===== config.mk =====
export PLATFORM = sky130hd
export DESIGN_NAME = keypad_time_entry
export DESIGN_NICKNAME = d
export VERILOG_FILES = /design/src/rtl/keypad_time_entry_pkg.sv /design/src/rtl/keypad_time_entry_if.sv /design/src/rtl/keypad_time_entry_scanner.sv /design/src/rtl/keypad_time_entry.sv
export SDC_FILE = /design/constraint.sdc
export NUM_CORES = 1
export LEC_CHECK = 0
export ABC_CLOCK_PERIOD_IN_PS = 5150
export CORE_UTILIZATION = 50
export CTS_CLUSTER_SIZE = 16
export DETAILED_ROUTE_END_ITERATION = 6
export PLACE_DENSITY = 0.73
export SLEW_MARGIN = 20
export SYNTH_ARGS = -nofsm -noshare
export SYNTH_HDL_FRONTEND = slang
export SYNTH_SLANG_ARGS = --single-unit

===== constraint.sdc =====
create_clock -name i_Clk -period 5.15 [get_ports i_Clk]
set_input_delay 0.515 -clock i_Clk [delete_from_list [all_inputs] [get_ports i_Clk]]
set_output_delay 0.515 -clock i_Clk [all_outputs]
set_load 0.01 [all_outputs]

===== src/rtl/keypad_time_entry_pkg.sv =====
// rtl/keypad_time_entry_pkg.sv - key codes, entry FSM states and HHMM validation helper
package keypad_time_entry_pkg;

  localparam int KEY_W = 5;
  typedef logic [KEY_W-1:0] key_t;

  localparam key_t KEY_STAR = 5'd10;
  localparam key_t KEY_HASH = 5'd11;
  localparam key_t KEY_A    = 5'd12;
  localparam key_t KEY_B    = 5'd13;
  localparam key_t KEY_C    = 5'd14;
  localparam key_t KEY_D    = 5'd15;
  localparam key_t KEY_NONE = 5'd16;

  typedef enum logic [1:0] {ST_IDLE, ST_ENTRY, ST_FULL} entry_state_t;

  function automatic key_t key_at(input logic [1:0] row, input logic [1:0] col);
    case ({row, col})
      4'h0:    return 5'd1;
      4'h1:    return 5'd2;
      4'h2:    return 5'd3;
      4'h3:    return KEY_A;
      4'h4:    return 5'd4;
      4'h5:    return 5'd5;
      4'h6:    return 5'd6;
      4'h7:    return KEY_B;
      4'h8:    return 5'd7;
      4'h9:    return 5'd8;
      4'hA:    return 5'd9;
      4'hB:    return KEY_C;
      4'hC:    return KEY_STAR;
      4'hD:    return 5'd0;
      4'hE:    return KEY_HASH;
      default: return KEY_D;
    endcase
  endfunction

  // 24-hour HHMM in BCD; the nibble bounds also reject non-BCD digits
  function automatic logic valid_time(input logic [15:0] t);
    logic hh_ok, mm_ok;
    hh_ok = (t[15:12] < 4'd2 && t[11:8] <= 4'd9) || (t[15:12] == 4'd2 && t[11:8] <= 4'd3);
    mm_ok = (t[7:4] <= 4'd5) && (t[3:0] <= 4'd9);
    return hh_ok && mm_ok;
  endfunction

endpackage


===== src/rtl/keypad_time_entry_if.sv =====
// rtl/keypad_time_entry_if.sv - debounced key event from scanner to entry FSM
interface keypad_time_entry_if;
  import keypad_time_entry_pkg::*;

  logic press;
  key_t key;

  modport master (output press, key);
  modport slave  (input press, key);
endinterface


===== src/rtl/keypad_time_entry_scanner.sv =====
// rtl/keypad_time_entry_scanner.sv - column scan, single-key decode, debounce and press event
module keypad_time_entry_scanner
  import keypad_time_entry_pkg::*;
#(
  parameter int CLK_IN         = 5000000,
  parameter int SCAN_RATE      = 1000,
  parameter int DEBOUNCE_SCANS = 4
) (
  input  logic       clk,
  input  logic       rst,
  input  logic [3:0] rows,
  output logic [3:0] cols,
  keypad_time_entry_if.master evt
);

  localparam int STEP_DIV = CLK_IN / SCAN_RATE;
  localparam int STEP_W   = (STEP_DIV > 1) ? $clog2(STEP_DIV) : 1;
  localparam int RUN_W    = $clog2(DEBOUNCE_SCANS + 1);

  logic [STEP_W-1:0] step_cnt;
  logic              tick;
  logic [1:0]        col, hits, hits_next;
  logic [2:0]        col_lows, hit_sum;
  key_t              col_key, acc_key, key_next, scan_key, cand, stable, key_r;
  logic              scan_done, armed, accept, press;
  logic [RUN_W-1:0]  run_cnt, run_next;

  assign tick     = (step_cnt == STEP_W'(STEP_DIV - 1));
  assign cols     = ~(4'b0001 << col);
  assign evt.press = press;
  assign evt.key   = key_r;

  // hits saturates at 2: anything other than exactly one intersection decodes to NONE
  always_comb begin
    col_lows = '0;
    col_key  = KEY_NONE;
    for (int r = 3; r >= 0; r--) begin
      if (!rows[r]) begin
        col_lows = col_lows + 3'd1;
        col_key  = key_at(2'(r), col);
      end
    end
    hit_sum   = {1'b0, hits} + col_lows;
    hits_next = (hit_sum > 3'd2) ? 2'd2 : hit_sum[1:0];
    key_next  = (col_lows != 3'd0) ? col_key : acc_key;
    if (scan_key == cand)
      run_next = (run_cnt == RUN_W'(DEBOUNCE_SCANS)) ? run_cnt : run_cnt + RUN_W'(1);
    else
      run_next = RUN_W'(1);
    accept = scan_done && (run_next == RUN_W'(DEBOUNCE_SCANS));
  end

  always_ff @(posedge clk) begin
    if (rst) begin
      step_cnt  <= '0;
      col       <= 2'd0;
      hits      <= 2'd0;
      acc_key   <= KEY_NONE;
      scan_key  <= KEY_NONE;
      scan_done <= 1'b0;
      cand      <= KEY_NONE;
      run_cnt   <= '0;
      stable    <= KEY_NONE;
      armed     <= 1'b0;
      press     <= 1'b0;
      key_r     <= KEY_NONE;
    end else begin
      scan_done <= 1'b0;
      press     <= 1'b0;
      if (tick) begin
        step_cnt <= '0;
        col      <= col + 2'd1;
        if (col == 2'd3) begin
          scan_key  <= (hits_next == 2'd1) ? key_next : KEY_NONE;
          scan_done <= 1'b1;
          hits      <= 2'd0;
          acc_key   <= KEY_NONE;
        end else begin
          hits    <= hits_next;
          acc_key <= key_next;
        end
      end else begin
        step_cnt <= step_cnt + STEP_W'(1);
      end
      if (scan_done) begin
        cand    <= scan_key;
        run_cnt <= run_next;
      end
      // armed only after a stable release, so a key held through reset stays silent
      if (accept) begin
        if (scan_key == KEY_NONE)
          armed <= 1'b1;
        if (scan_key != stable) begin
          stable <= scan_key;
          key_r  <= scan_key;
          press  <= armed && (stable == KEY_NONE) && (scan_key != KEY_NONE);
        end
      end
    end
  end

endmodule


===== src/rtl/keypad_time_entry.sv =====
// rtl/keypad_time_entry.sv - keypad HHMM entry: digit shift register, '*' clear, '#' validate and load
module keypad_time_entry
  import keypad_time_entry_pkg::*;
#(
  parameter int CLK_IN         = 5000000,
  parameter int SCAN_RATE      = 1000,
  parameter int DEBOUNCE_SCANS = 4
) (
  input  logic        i_Clk,
  input  logic        i_Reset,
  input  logic [3:0]  i_Rows,
  output logic [3:0]  o_Cols,
  output logic [15:0] o_Entry,
  output logic [2:0]  o_Digit_Count,
  output logic [15:0] o_Time,
  output logic        o_Time_Valid,
  output logic        o_Error
);

  keypad_time_entry_if key_evt ();
  entry_state_t state;

  keypad_time_entry_scanner #(
    .CLK_IN         (CLK_IN),
    .SCAN_RATE      (SCAN_RATE),
    .DEBOUNCE_SCANS (DEBOUNCE_SCANS)
  ) u_scanner (
    .clk  (i_Clk),
    .rst  (i_Reset),
    .rows (i_Rows),
    .cols (o_Cols),
    .evt  (key_evt)
  );

  always_ff @(posedge i_Clk) begin
    if (i_Reset) begin
      state         <= ST_IDLE;
      o_Entry       <= '0;
      o_Digit_Count <= '0;
      o_Time        <= '0;
      o_Time_Valid  <= 1'b0;
      o_Error       <= 1'b0;
    end else begin
      o_Time_Valid <= 1'b0;
      o_Error      <= 1'b0;
      if (key_evt.press) begin
        if (key_evt.key <= 5'd9) begin
          if (state != ST_FULL) begin
            o_Entry       <= {o_Entry[11:0], key_evt.key[3:0]};
            o_Digit_Count <= o_Digit_Count + 3'd1;
            state         <= (o_Digit_Count == 3'd3) ? ST_FULL : ST_ENTRY;
          end
        end else if (key_evt.key == KEY_STAR) begin
          o_Entry       <= '0;
          o_Digit_Count <= '0;
          state         <= ST_IDLE;
        end else if (key_evt.key == KEY_HASH) begin
          if (state == ST_FULL && valid_time(o_Entry)) begin
            o_Time       <= o_Entry;
            o_Time_Valid <= 1'b1;
          end else begin
            o_Error <= 1'b1;
          end
          o_Entry       <= '0;
          o_Digit_Count <= '0;
          state         <= ST_IDLE;
        end
      end
    end
  end

endmodule


==> impl_metrics.ini, run 1 <==
[worst_hold_path]
min_to = u_scanner.step_cnt[0]
hold_path.class = flip-flop to flip-flop
hp-start = u_scanner.step_cnt[0]
holdPathStages = 1

[yosys]
synth-main-ff-cell = dfxtp_1
syn_inst = 433
yosysWarnings = 0
synth_mux_area_share_pct = 6.48
synth_top_family_by_area = simple AND/OR/NAND/NOR gates
synth_top_area_cell = dfxtp_1
synth-edff-count = 0
ys_seq_area_share_pct = 42.3
synth_simple_gate_area_share_pct = 22.2
avgSynthCellArea_um2 = 8.96
synthTopCellsByArea = dfxtp_1, nor2_1, mux2i_1, ha_1, xnor2_1
synth_top_area_share_pct = 42.3
synth-async-reset-ratio_pct = 0
synth_compound_area_share_pct = 12.3
synthAdderAreaFrac_pct = 6.00
synthesis.nets = 457
synthXorXnorAreaFrac_pct = 6.00
synth-seq-cells = 82
mappedNetlistArea_mm2 = 0.00388
synth.distinct_cells = 58

[routing]
drt_first_pass_iters = 4
viasPerCell = 5.47
vias = 3126
totalWireLength_um = 7830
drc = 0
ant_nets = 0
drtIter0Drc = 127
wl_per_cell_um = 13.7

[timing]
min_period_over_period_pct = 71.4
setup_viol = 0
fin_crit_ns = 3.68
setup_slack_ns = 1.47
drv_slew = 0
tightestPinTransition_ns = 0.842
hold-worst-slack_ns = 0.449
relSlewSlack_pct = 43.8
fin_skew_ns = 0.0106
rsz0062_at_grt = no
finalHoldViolCount = 0
clock.fmax_mhz = 272
setup_tns_ns = 0

[job]
drv_cap = 0

[cts]
cts_root_buffer = clkbuf_8
h-tree-depth = 3
clkSinkCount = 82
post_cts_resized = 0
postCtsSetupBuffers = 0
cts_tree = yes
clockBufferDepth = 2
cts-hold-fix-buffers = 0
insertion_delay_ns = 0.35
clk_pin_slew_ns = 0.08
numCtsBuffers = 9

[grt]
use_met2_pct = 35.2
grt_usage_pct = 20.9
grtUsageMet1_pct = 25.8
grt_max_degree = 38
grt_first_pass_wirelength_um = 14000
grt_pass1_vias = 3002
busiest_layer = met2
antenna_found_initial = 0
gr-total-overflow = 0
met3_usage_pct = 6.77

[die]
fp.dieW_um = 90.1
start_util_pct = 52.6
die_h_um = 90.1
core_mm2 = 0.00737
ios = 47
row_count = 31
fp.dieArea_mm2 = 0.00812

[finish]
area_growth_pct = 18.4
fillers = 660
antenna_cells = 0
multi_input_area_mm2 = 0.00206
nets = 493
regArea_mm2 = 0.00164
layout-drive-gt1-share_pct = 6.13

[critical_path]
crit_arrival_ns = 3.91
worst_ep_required_time_ns = 5.38
cp-start-kind = input port
criticalPathCategory = input port to flip-flop
r2r-start = u_scanner.step_cnt[5]
end_kind = flip-flop
reg2reg_slack_ns = 2.88
crit_fanout = 9
rr_worst_depth = 4
r2r-end = u_scanner.acc_key[0]

[pwr]
swShare_pct = 22.0
pwr-share-seq_pct = 53.3
irDropWorstVdd_mv = 0.202
p_int_uw = 932
leakagePower_nw = 1.66
combPwrFrac_pct = 4.8
p_sw_uw = 263
p_per_area_mw_per_mm2 = 260
clkPwrFrac_pct = 41.9
p_total_mw = 1.20

[place]
post-place-ws_ns = 1.15
finalWeightedCongestion = 0.775
dp_hpwl_um = 5410
numPortBuffers = 46

[status]
status = completed
worst max-delay path, cell delays in order:
cell             delay, ns
clkdlybuf4s50_1       0.62
inv_1                 0.10
ha_1                  0.39
xnor2_1               0.26
ha_1                  0.27
nor2_1                0.09
a31oi_1               0.08
fa_1                  0.45
xnor3_1               0.40
nand3_1               0.10
or3b_1                0.44
o32a_1                0.19
power groups by stage:
stage / clock, mW / combinational [mW] / sequential (mW)
after CTS: 0.514 / 0.0580 / 0.637
after global routing: 0.542 / 0.0654 / 0.637
final: 0.501 / 0.0577 / 0.637
after detailed placement: 0 / 0.0578 / 0.652
after global placement: 0 / 0.0569 / 0.652
after floorplan: 0 / 0.0455 / 0.652
layout make-up:
type | count | share of cell area, %
multi-input cells | 306 | 44.8
repair buffers | 49 | 10.4
flip-flops and latches | 82 | 35.7
clock buffers | 9 | 2.70
well taps | 99 | 2.70
inverters | 21 | 1.72
clock inverters | 6 | 1.99
layer usage:
layer	share of wire [%]	vias up
li1	-	1574
met2	47	51
met4	0.93	0
met3	4.9	6
met5	0	-
met1	47	1495
flip-flops by register name (all words and copies together) (netlist names):
signal               flops
o_Error                  1
u_scanner.scan_key       5
o_Entry                 16
u_scanner.col            2
o_Digit_Count            3
u_scanner.cand           5
u_scanner.run_cnt        3
u_scanner.step_cnt      13
u_scanner.stable         5
state                    2
u_scanner.evt.press      1
u_scanner.scan_done      1
o_Time_Valid             1
u_scanner.acc_key        5
u_scanner.armed          1
u_scanner.hits           2
o_Time                  16
how the worst max path moves through the flow:
stage | slack, ns | start | end
4_1_cts | 1.50 | i_Rows[2] | u_scanner.scan_key[4]
3_3_place_gp | 1.23 | i_Rows[2] | u_scanner.scan_key[4]
5_1_grt | 1.25 | i_Rows[2] | u_scanner.scan_key[4]
6_report | 1.47 | i_Rows[2] | u_scanner.scan_key[4]
2_1_floorplan | 2.03 | i_Rows[2] | u_scanner.scan_key[4]
3_5_place_dp | 1.15 | i_Rows[2] | u_scanner.scan_key[4]
synthesized netlist by cell type, types with 4 or more instances:
master,n
a21oi_1,16
a22oi_1,16
and2_1,7
and3_1,5
clkbuf_1,20
dfxtp_1,82
ha_1,17
inv_1,21
mux2i_1,24
nand2_1,19
nand2b_1,4
nand3_1,14
nand3b_1,6
nand4_1,5
nor2_1,71
nor2b_1,4
nor3_1,11
nor4_1,4
o21ai_0,15
o32ai_1,4
xnor2_1,17
xor2_1,7
kinds of logic after synthesis:
| logic type | count (synthesis) |
|---|---|
| flops | 82 |
| xor+xnor | 25 |
| simple gates | 168 |
| fa+ha+maj | 18 |
| buf+inv | 45 |
| mux | 25 |
| compound gates | 70 |
stage by stage:
stage	instances	utilization [%]	cell area, um^2
after floorplan	433	-	3880
after CTS	572	62.3	4590
after detailed placement	557	59.4	4380
after global routing	572	62.3	4590
final	572	62.3	4590
after global placement	557	59.4	4380
layout by cell type, fill, tap and decap left out, drive strengths merged, types with 16 or more instances in the layout:
cell | Yosys | final
dfxtp | 82 | 82
nor2 | 71 | 71
clkdlybuf4s50 | 0 | 45
mux2i | 24 | 24
inv | 21 | 22
nand2 | 20 | 20
xnor2 | 17 | 17
ha | 17 | 17
a21oi | 16 | 16
a22oi | 16 | 16
(Power assumes the default switching activity.)
==> run 2: changes to the inputs <==
ABC_CLOCK_PERIOD_IN_PS = 3200   (was 5150)
PLACE_DENSITY = 0.76   (was 0.73)
clock period = 3.2 ns   (was 5.15 ns; I/O delays follow)
==> run 2 against run 1 <==
Against the previous run:
- worst hold slack lost 0.0015 ns
- clock power is 67% higher
- global-route usage down 0.73 points
- worst setup slack lost 1.2 ns
- critical path depth unchanged
- sequential share of layout area decreased by 0.78 points
- total power up 65%
- clock-buffer cell count rose by 1
- combinational power rose by 87%
- first-iteration DRC count up 9.4%
- wire length up 1.0%
- largest cell class unchanged
- highest routed layer unchanged
==> impl_metrics.ini, run 2 (same netlist as run 1, synthesis figures left out) <==
[status]
status = completed

[cts]
numCtsBuffers = 9
clockBufferDepth = 2
postCtsSetupBuffers = 0
post_cts_resized = 0
insertion_delay_ns = 0.35
clk_pin_slew_ns = 0.09
h-tree-depth = 3
cts_tree = yes
cts-hold-fix-buffers = 0
cts_root_buffer = clkbuf_8
clkSinkCount = 82

[worst_hold_path]
hold_path.class = flip-flop to flip-flop
hp-start = u_scanner.step_cnt[0]
holdPathStages = 1
min_to = u_scanner.step_cnt[0]

[timing]
relSlewSlack_pct = 41.7
setup_viol = 0
fin_crit_ns = 2.94
finalHoldViolCount = 0
drv_slew = 0
tightestPinTransition_ns = 0.874
rsz0062_at_grt = no
fin_skew_ns = 0.0125
min_period_over_period_pct = 91.7
clock.fmax_mhz = 341

[finish]
utilization_pct = 63.7
layout_commonest_cell = dfxtp_1
fillers = 623
multi_input_area_mm2 = 0.00207
regArea_mm2 = 0.00164
final_cell_mix = dfxtp_1, nor2_1, clkdlybuf4s50_1, mux2i_1, inv_1
nets = 504
antenna_cells = 0
layout-drive-gt1-share_pct = 8.66
area_growth_pct = 21.0
final_cells = 584
reg.largest.list = o_Entry x16, o_Time x16, u_scanner.step_cnt x13

[grt]
gr-total-overflow = 0
grt_pass1_vias = 3004
grt_first_pass_wirelength_um = 13600
antenna_found_initial = 0
grt_max_degree = 52
grt_usage_pct = 20.2

[routing]
vias = 3146
ant_nets = 0
drtIter0Drc = 139
drc = 0
wl_per_cell_um = 13.5
totalWireLength_um = 7910
viasPerCell = 5.39
drt_first_pass_iters = 4

[place]
dp_hpwl_um = 5590
numPortBuffers = 46
finalWeightedCongestion = 0.814
place_inst = 568

[critical_path]
cp-start-kind = input port
crit_fanout = 5
end_kind = flip-flop
worst_ep_required_time_ns = 3.44
rr_worst_depth = 6
crit_arrival_ns = 3.17
r2r-start = u_scanner.stable[3]
r2r-end = o_Time[10]
reg2reg_slack_ns = 0.81
criticalPathCategory = input port to flip-flop

[die]
ios = 47
start_util_pct = 52.6
core_mm2 = 0.00737
fp.dieArea_mm2 = 0.00812
row_count = 31
fp.dieW_um = 90.1
die_h_um = 90.1

[job]
drv_cap = 0

[pwr]
irDropWorstVdd_mv = 0.375
p_per_area_mw_per_mm2 = 420
leakagePower_nw = 1.72
[run 2: metrics by stage]
step                setup TNS, ns  worst slack (ns)  cell area (um^2)  total power, mW  hold WS (ns)
CTS                             0            0.0640              4690             1.99         0.454
finish                          0             0.265              4700             1.97         0.447
global placement            -1.04            -0.259              4460             1.15         0.429
detailed placement          -1.32            -0.299              4460             1.15         0.435
floorplan                       0             0.271              3880             1.12         0.418
global route                    0            0.0964              4700             2.04         0.469
[run 2: area by class of cell]
type / instances / share of cell area (%)
Inverter: 21 / 1.68
Clock buffer: 10 / 2.72
Clock inverter: 6 / 2.08
Timing Repair Buffer: 60 / 11.9
Multi-Input combinational cell: 306 / 44.0
Tap cell: 99 / 2.64
Sequential cell: 82 / 35.0
[run 2: where the power goes]
group | switching [mW] | leakage [nW] | internal [mW] | total [mW]
Combinational | 0.0583 | 0.951 | 0.0498 | 0.108
Clock | 0.387 | 0.113 | 0.451 | 0.837
Sequential | 0.00246 | 0.661 | 1.02 | 1.02
[run 2: worst max-delay path by stage]
stage,cells past startpoint,to,slack [ns],startpoint
2_1_floorplan,11,u_scanner.scan_key[4],0.27,i_Rows[2]
3_3_place_gp,12,u_scanner.scan_key[4],-0.26,i_Rows[2]
3_5_place_dp,12,u_scanner.scan_key[4],-0.30,i_Rows[2]
4_1_cts,12,u_scanner.scan_key[4],0.06,i_Rows[2]
5_1_grt,13,u_scanner.scan_key[4],0.1,i_Rows[2]
6_report,12,u_scanner.scan_key[4],0.26,i_Rows[2]
[run 2: routing by layer]
layer | track usage [%] | vias up | share of wire [%]
li1 | - | 1598 | -
met2 | 32.9 | 47 | 46
met4 | 6.72 | 0 | 1.3
met1 | 25.8 | 1494 | 48
met3 | 5.33 | 7 | 4.0
met5 | 0 | - | 0
[run 2: worst max-delay path, stage by stage]
cell and delay, ns:
clkdlybuf4s50_1 0.50, inv_1 0.07, ha_1 0.34, xnor2_2 0.15, buf_4 0.14, xnor2_1 0.13
ha_1 0.23, fa_1 0.40, xnor3_1 0.22, nand3_1 0.09, or3b_4 0.41, o32a_1 0.18
